<file path="config.mk">
export PLATFORM = sky130hd
export DESIGN_NAME = axi_ad9680_capture_ctrl
export DESIGN_NICKNAME = d
export VERILOG_FILES = /design/src/rtl/axi_ad9680_capture_ctrl.sv
export SDC_FILE = /design/constraint.sdc
export NUM_CORES = 1
export LEC_CHECK = 0
export BUFFER_PORTS_ARGS = -buffer_cell sky130_fd_sc_hd__buf_4
export CAP_MARGIN = 20
export CORE_MARGIN = 2
export CORE_UTILIZATION = 45
export CTS_BUF_LIST = sky130_fd_sc_hd__clkbuf_8
export DETAILED_ROUTE_END_ITERATION = 12
export HOLD_SLACK_MARGIN = 0.08
export PLACE_DENSITY = 0.75
export SETUP_SLACK_MARGIN = 0.05
export SYNTH_ARGS = -nofsm -noshare
export SYNTH_HDL_FRONTEND = slang
export SYNTH_SLANG_ARGS = --single-unit
</file>
<file path="constraint.sdc">
create_clock -name adc_clk -period 6.2 [get_ports adc_clk]
set_input_delay 0.93 -clock adc_clk [delete_from_list [all_inputs] [get_ports adc_clk]]
set_output_delay 0.93 -clock adc_clk [all_outputs]
set_load 0.02 [all_outputs]
</file>
<file path="src/rtl/axi_ad9680_capture_ctrl.sv">
// Capture sequencer for AD9680 channel beats: arm, trigger, delay, capture, done.
// Forwarded beats are stream-qualified by dma_valid_n only; the DMA side has no backpressure.
module axi_ad9680_capture_ctrl #(
  parameter int CNT_WIDTH = 16
) (
  input  logic                 adc_clk,
  input  logic                 adc_rst,
  input  logic                 cfg_arm,
  input  logic                 cfg_abort,
  input  logic [1:0]           cfg_trig_mode,
  input  logic [CNT_WIDTH-1:0] cfg_delay,
  input  logic [CNT_WIDTH-1:0] cfg_length,
  input  logic                 trig_in,
  input  logic                 adc_valid,
  input  logic                 adc_enable_0,
  input  logic                 adc_enable_1,
  input  logic [63:0]          adc_data_0,
  input  logic [63:0]          adc_data_1,
  input  logic                 adc_dovf,
  output logic                 dma_valid_0,
  output logic                 dma_valid_1,
  output logic [63:0]          dma_data_0,
  output logic [63:0]          dma_data_1,
  output logic                 dma_sync,
  output logic                 status_busy,
  output logic                 status_done,
  output logic                 status_ovf,
  output logic [CNT_WIDTH-1:0] status_count,
  output logic [2:0]           debug_state
);

  typedef enum logic [2:0] {
    S_IDLE    = 3'd0,
    S_ARMED   = 3'd1,
    S_DELAY   = 3'd2,
    S_CAPTURE = 3'd3,
    S_DONE    = 3'd4
  } state_t;

  localparam logic [CNT_WIDTH-1:0] ONE = {{(CNT_WIDTH-1){1'b0}}, 1'b1};

  state_t               state_q, state_next;
  logic                 trig_d;
  logic [1:0]           mode_q;
  logic [CNT_WIDTH-1:0] delay_cnt;
  logic [CNT_WIDTH-1:0] length_q;
  logic [CNT_WIDTH-1:0] count_inc;
  logic                 trig_hit, arm_acc, fwd, ovf_set, dly_dec;

  assign debug_state = state_q;
  assign count_inc   = status_count + ONE;

  always_comb begin
    state_next = state_q;
    arm_acc    = 1'b0;
    fwd        = 1'b0;
    ovf_set    = 1'b0;
    dly_dec    = 1'b0;
    case (mode_q)
      2'b01:   trig_hit = trig_in & ~trig_d;
      2'b10:   trig_hit = ~trig_in & trig_d;
      default: trig_hit = 1'b1;
    endcase
    case (state_q)
      S_IDLE, S_DONE: begin
        if (cfg_arm) begin
          arm_acc    = 1'b1;
          state_next = S_ARMED;
        end
      end
      S_ARMED: begin
        if (cfg_abort) state_next = S_DONE;
        else if (trig_hit) begin
          if (delay_cnt != '0)       state_next = S_DELAY;
          else if (length_q != '0)   state_next = S_CAPTURE;
          else                       state_next = S_DONE;
        end
      end
      S_DELAY: begin
        if (cfg_abort) state_next = S_DONE;
        else if (adc_valid) begin
          dly_dec = 1'b1;
          if (delay_cnt == ONE) state_next = (length_q != '0) ? S_CAPTURE : S_DONE;
        end
      end
      S_CAPTURE: begin
        // Overflow is recorded even when an abort takes the same cycle.
        ovf_set = adc_dovf;
        if (cfg_abort || adc_dovf) state_next = S_DONE;
        else if (adc_valid) begin
          fwd = 1'b1;
          if (count_inc == length_q) state_next = S_DONE;
        end
      end
      default: state_next = S_IDLE;
    endcase
  end

  always_ff @(posedge adc_clk) begin
    if (adc_rst) begin
      state_q      <= S_IDLE;
      trig_d       <= 1'b0;
      mode_q       <= 2'b00;
      delay_cnt    <= '0;
      length_q     <= '0;
      dma_valid_0  <= 1'b0;
      dma_valid_1  <= 1'b0;
      dma_data_0   <= '0;
      dma_data_1   <= '0;
      dma_sync     <= 1'b0;
      status_busy  <= 1'b0;
      status_done  <= 1'b0;
      status_ovf   <= 1'b0;
      status_count <= '0;
    end else begin
      state_q     <= state_next;
      trig_d      <= trig_in;
      status_busy <= (state_next == S_ARMED) || (state_next == S_DELAY) ||
                     (state_next == S_CAPTURE);
      status_done <= (state_next == S_DONE);
      dma_valid_0 <= fwd & adc_enable_0;
      dma_valid_1 <= fwd & adc_enable_1;
      dma_sync    <= fwd & (status_count == '0);
      if (fwd) begin
        dma_data_0 <= adc_data_0;
        dma_data_1 <= adc_data_1;
      end
      if (arm_acc) begin
        mode_q       <= cfg_trig_mode;
        delay_cnt    <= cfg_delay;
        length_q     <= cfg_length;
        status_count <= '0;
        status_ovf   <= 1'b0;
      end else begin
        if (dly_dec) delay_cnt <= delay_cnt - ONE;
        if (fwd)     status_count <= count_inc;
        if (ovf_set) status_ovf <= 1'b1;
      end
    end
  end

endmodule

</file>
==> summary.md <==
| Metric | Value |
|---|---|
| Post-CTS Setup Bufs | 0 |
| Setup TNS | 0 ns |
| R2R setup slack | roughly 3.2 ns |
| Synthesis Warnings | 0 |
| Maxcap violations | 0 |
| Gp weighted congestion | around 0.89 |
| Layout Nets | 1,433 |
| DR iter-0 viols | roughly 360 |
| VDD IR max | roughly 150 uV |
| Crit path time final | roughly 3.0 ns |
| Crit-path max cell delay | 0.60 ns |
| WHS Endpoint | dma_data_1[2]$_SDFFE_PP0P_ |
| Quantity of hold-fixing buffers added after cts | 0 |
| I/O pins | between 300 and 400 |
| Critical-path cell list | ha_1 > nand2_4 > or3_4 > a2111oi_4 > o2111ai_1 > or4_4 > a211oi_1 |
| Clk root buf | clkbuf_8 |
| Clk sinks | about 190 |
| Resized Gates After CTS | 0 |
| Yosys reg bits | roughly 190 |
| Antenna Cells | 0 |
| Initial antenna violation count | 0 |
| Die W | approximately 130 um |
| Reg-to-reg endpoint | status_done$_SDFF_PP0_ |
| CP required | approximately 6.6 ns |
| Crit-path max FO | 10 |
| Cts bufs inserted | 17 |
| Clock Pin Slew Worst Setup and Hold Paths | around 0.090 ns |
| Critical path class | register to register |
| Synthesized area per cell | about 7.9 um2 |
| Grt total ovfl | 0 |
| Final hold violations | 0 |
| Synth unique cells | 57 |
| Routed len/inst | 15.78 um |
| Mapped Area | between 7000 and 8000 um2 |
| Min-delay src | dma_data_1[2]$_SDFFE_PP0P_ |
| Layout Area Growth over Synthesis | 37.06% |
| Clock skew | approximately 0.013 ns |
| Endpoints failing setup | 0 |
| Post-synth EDFFs | 0 |
| Syn_nets | 1,156 |
| Clk buf depth | 2 |
| Period Utilization, post-route | 47.70% |
| Lkg Pwr | between 0.004 and 0.005 uW |
| Buffers on Ports | 323 |
| Starting Density | about 46% |
| Async SR Flop Fraction | 0% |
| Die height | ~130 um |
| Seq/Total Area, Yosys | around half |
| DR vias/cell | around 5.1 |
| Hold Path Depth | 2 |
| Slew HR | 33.15% |
| Largest net degree at the start of global routing | just over 90 |
| Clk Latency, worst-skew pair | 0.45 ns |
| CTS tree | built |
| Final core utilization | roughly 64% |
| Critical-path top delay cell | dfxtp_1 |
| Via count | roughly 7.6k |
| Post-DRT Antenna Nets | 0 |
| Actual slew at the worst max-slew pin | roughly 1.0 ns |
| Outcome | finished clean |
| Detail Placement HPWL | about 17 mm |
| Top delay family on crit path | simple AND/OR/NAND/NOR gates |
| Share of cells above drive strength 1 | 29.24% |
| Pre-antenna DRT Iters | 5 |
| DRC | 0 |
| GRT Total Usage | between 20% and 30% |
| Main synth FF type | dfxtp_1 |
| R2R depth | 7 |
| Die Area | between 15,000 and 20,000 um2 |
| Worst min path class | register to register |
| Buf/Inv on CP | 0 |
| Row count | between 40 and 50 |
| Final Max Tran Viols | 0 |
| First-pass GRT wire length | around 36 mm |
| CP Launch Point | status_count[0]$_SDFFE_PP0P_ |
| FF-to-FF Start | status_count[0]$_SDFFE_PP0P_ |
| H-tree Lvls | 4 |
| Max Freq | ~340 MHz |
| Critical Path End Type | register |
| Core area | around 17,000 um2 |
| Drt total wl | about 23 mm |
| CP arrival | roughly 3.3 ns |
| Power Density | 216.7 nW/um2 |
| Post-synthesis cell count | just under 1k |
| Vias in the first global route | between 7k and 8k |
| RSZ-0062 raised after global routing | false |
| Startpoint Class | register |
==> worst register-to-register path: stages (launching register included) <==
cell	delay, ns
dfxtp_1	0.60
ha_1	0.41
nand2_4	0.14
or3_4	0.42
a2111oi_4	0.37
o2111ai_1	0.16
or4_4	0.54
a211oi_1	0.24
==> through the flow <==
stage                     instances  hold WS, ns  setup slack (ns)  area (um2)  total power [uW]
final                          1489       0.4577             3.243       10570              2292
after global routing           1489       0.4737             2.985       10570              2386
after CTS                      1489       0.4606             3.238       10570              2315
after detailed placement       1457       0.4466             2.976       10200              1531
after global placement         1457       0.4424             2.996       10200              1527
after floorplan                 979       0.4530             3.553        7715              1407
==> flip-flops by register name, summed over array words and instances, names as in the netlist <==
register,cells
dma_data_1,64
dma_sync,1
status_ovf,1
mode_q,2
debug_state,3
status_busy,1
dma_valid_0,1
dma_data_0,64
dma_valid_1,1
delay_cnt,16
trig_d,1
length_q,16
status_count,16
status_done,1
==> how the worst max path moves through the flow <==
stage / end / slack (ns) / cells after the start
after floorplan: debug_state[2]$_SDFF_PP0_ / 3.55 / 7
after global placement: status_count[4]$_SDFFE_PP0P_ / 3.00 / 7
after detailed placement: status_count[4]$_SDFFE_PP0P_ / 2.98 / 7
after CTS: status_done$_SDFF_PP0_ / 3.24 / 7
after global routing: status_done$_SDFF_PP0_ / 2.98 / 7
final: status_done$_SDFF_PP0_ / 3.24 / 7
==> Yosys cell counts, drive strengths merged, types with 3 or more instances <==
| cell type | count | area share [%] |
|---|---|---|
| a211oi | 17 | 1.7 |
| a21oi | 157 | 10 |
| and2 | 3 | 0.24 |
| and3 | 4 | 0.32 |
| and3b | 4 | 0.45 |
| buf | 12 | 0.65 |
| clkbuf | 58 | 2.8 |
| dfxtp | 188 | 49 |
| ha | 6 | 0.97 |
| inv | 8 | 0.39 |
| nand2 | 315 | 15 |
| nand3 | 11 | 0.78 |
| nand4 | 16 | 1.3 |
| nor2 | 47 | 2.3 |
| nor3 | 12 | 0.78 |
| nor3b | 4 | 0.45 |
| nor4 | 16 | 1.4 |
| o21ai | 6 | 0.39 |
| o31ai | 3 | 0.29 |
| or3 | 5 | 0.47 |
| or4 | 4 | 0.44 |
| xnor2 | 29 | 3.3 |
| xor2 | 19 | 2.2 |
==> where the power goes <==
group	internal (uW)	switching [uW]	leakage [uW]
registers	1230	25.9	0.00152
clock network	343	444	0.000207
logic	127	119	0.00254
==> metal layers <==
metal  global-route usage [%]  vias up  share of wire, %
met5                        0        -                 0
met1                    29.87     3492                40
met4                    10.65        0               2.8
li1                         -     3833                 -
met3                    7.808       37               7.6
met2                    41.91      253                50
==> area by class of cell <==
cell class	count	area [um2]
sequential	188	3764
clock buffer	19	261.5
inverter	8	30.03
clock inverter	13	115.1
timing repair buffer	328	2462
multi-input combinational	713	3666
tap	220	275.3
fill	1505	6068
==> logic make-up (layout without fill, tap and decap cells) <==
family / Yosys count / after routing / share of synthesized area [%]
and+or+nand+nor: 452 / 452 / 25.43
AOI/OAI and AO/OA: 206 / 206 / 15.38
DFF: 188 / 188 / 48.78
buffers and inverters: 78 / 368 / 3.860
xor gates and xnor gates: 48 / 48 / 5.449
adders and majority gates: 6 / 6 / 0.9731
muxes: 1 / 1 / 0.1297
==> placed cells by master (no fill, tap or decap), types with 3 or more instances in the layout <==
cell type	n
a211oi_1	17
a21oi_1	157
and2_1	3
and3_1	3
and3b_1	4
buf_4	328
clkbuf_8	19
dfxtp_1	188
ha_1	6
inv_1	11
inv_6	4
nand2_1	313
nand3_1	10
nand4_1	16
nor2_1	47
nor3_1	12
nor3b_1	3
nor4_1	15
o21ai_0	6
o31ai_1	3
or3_1	4
or4_1	3
xnor2_1	29
xor2_1	19
Power figures use the tool's default switching activity.
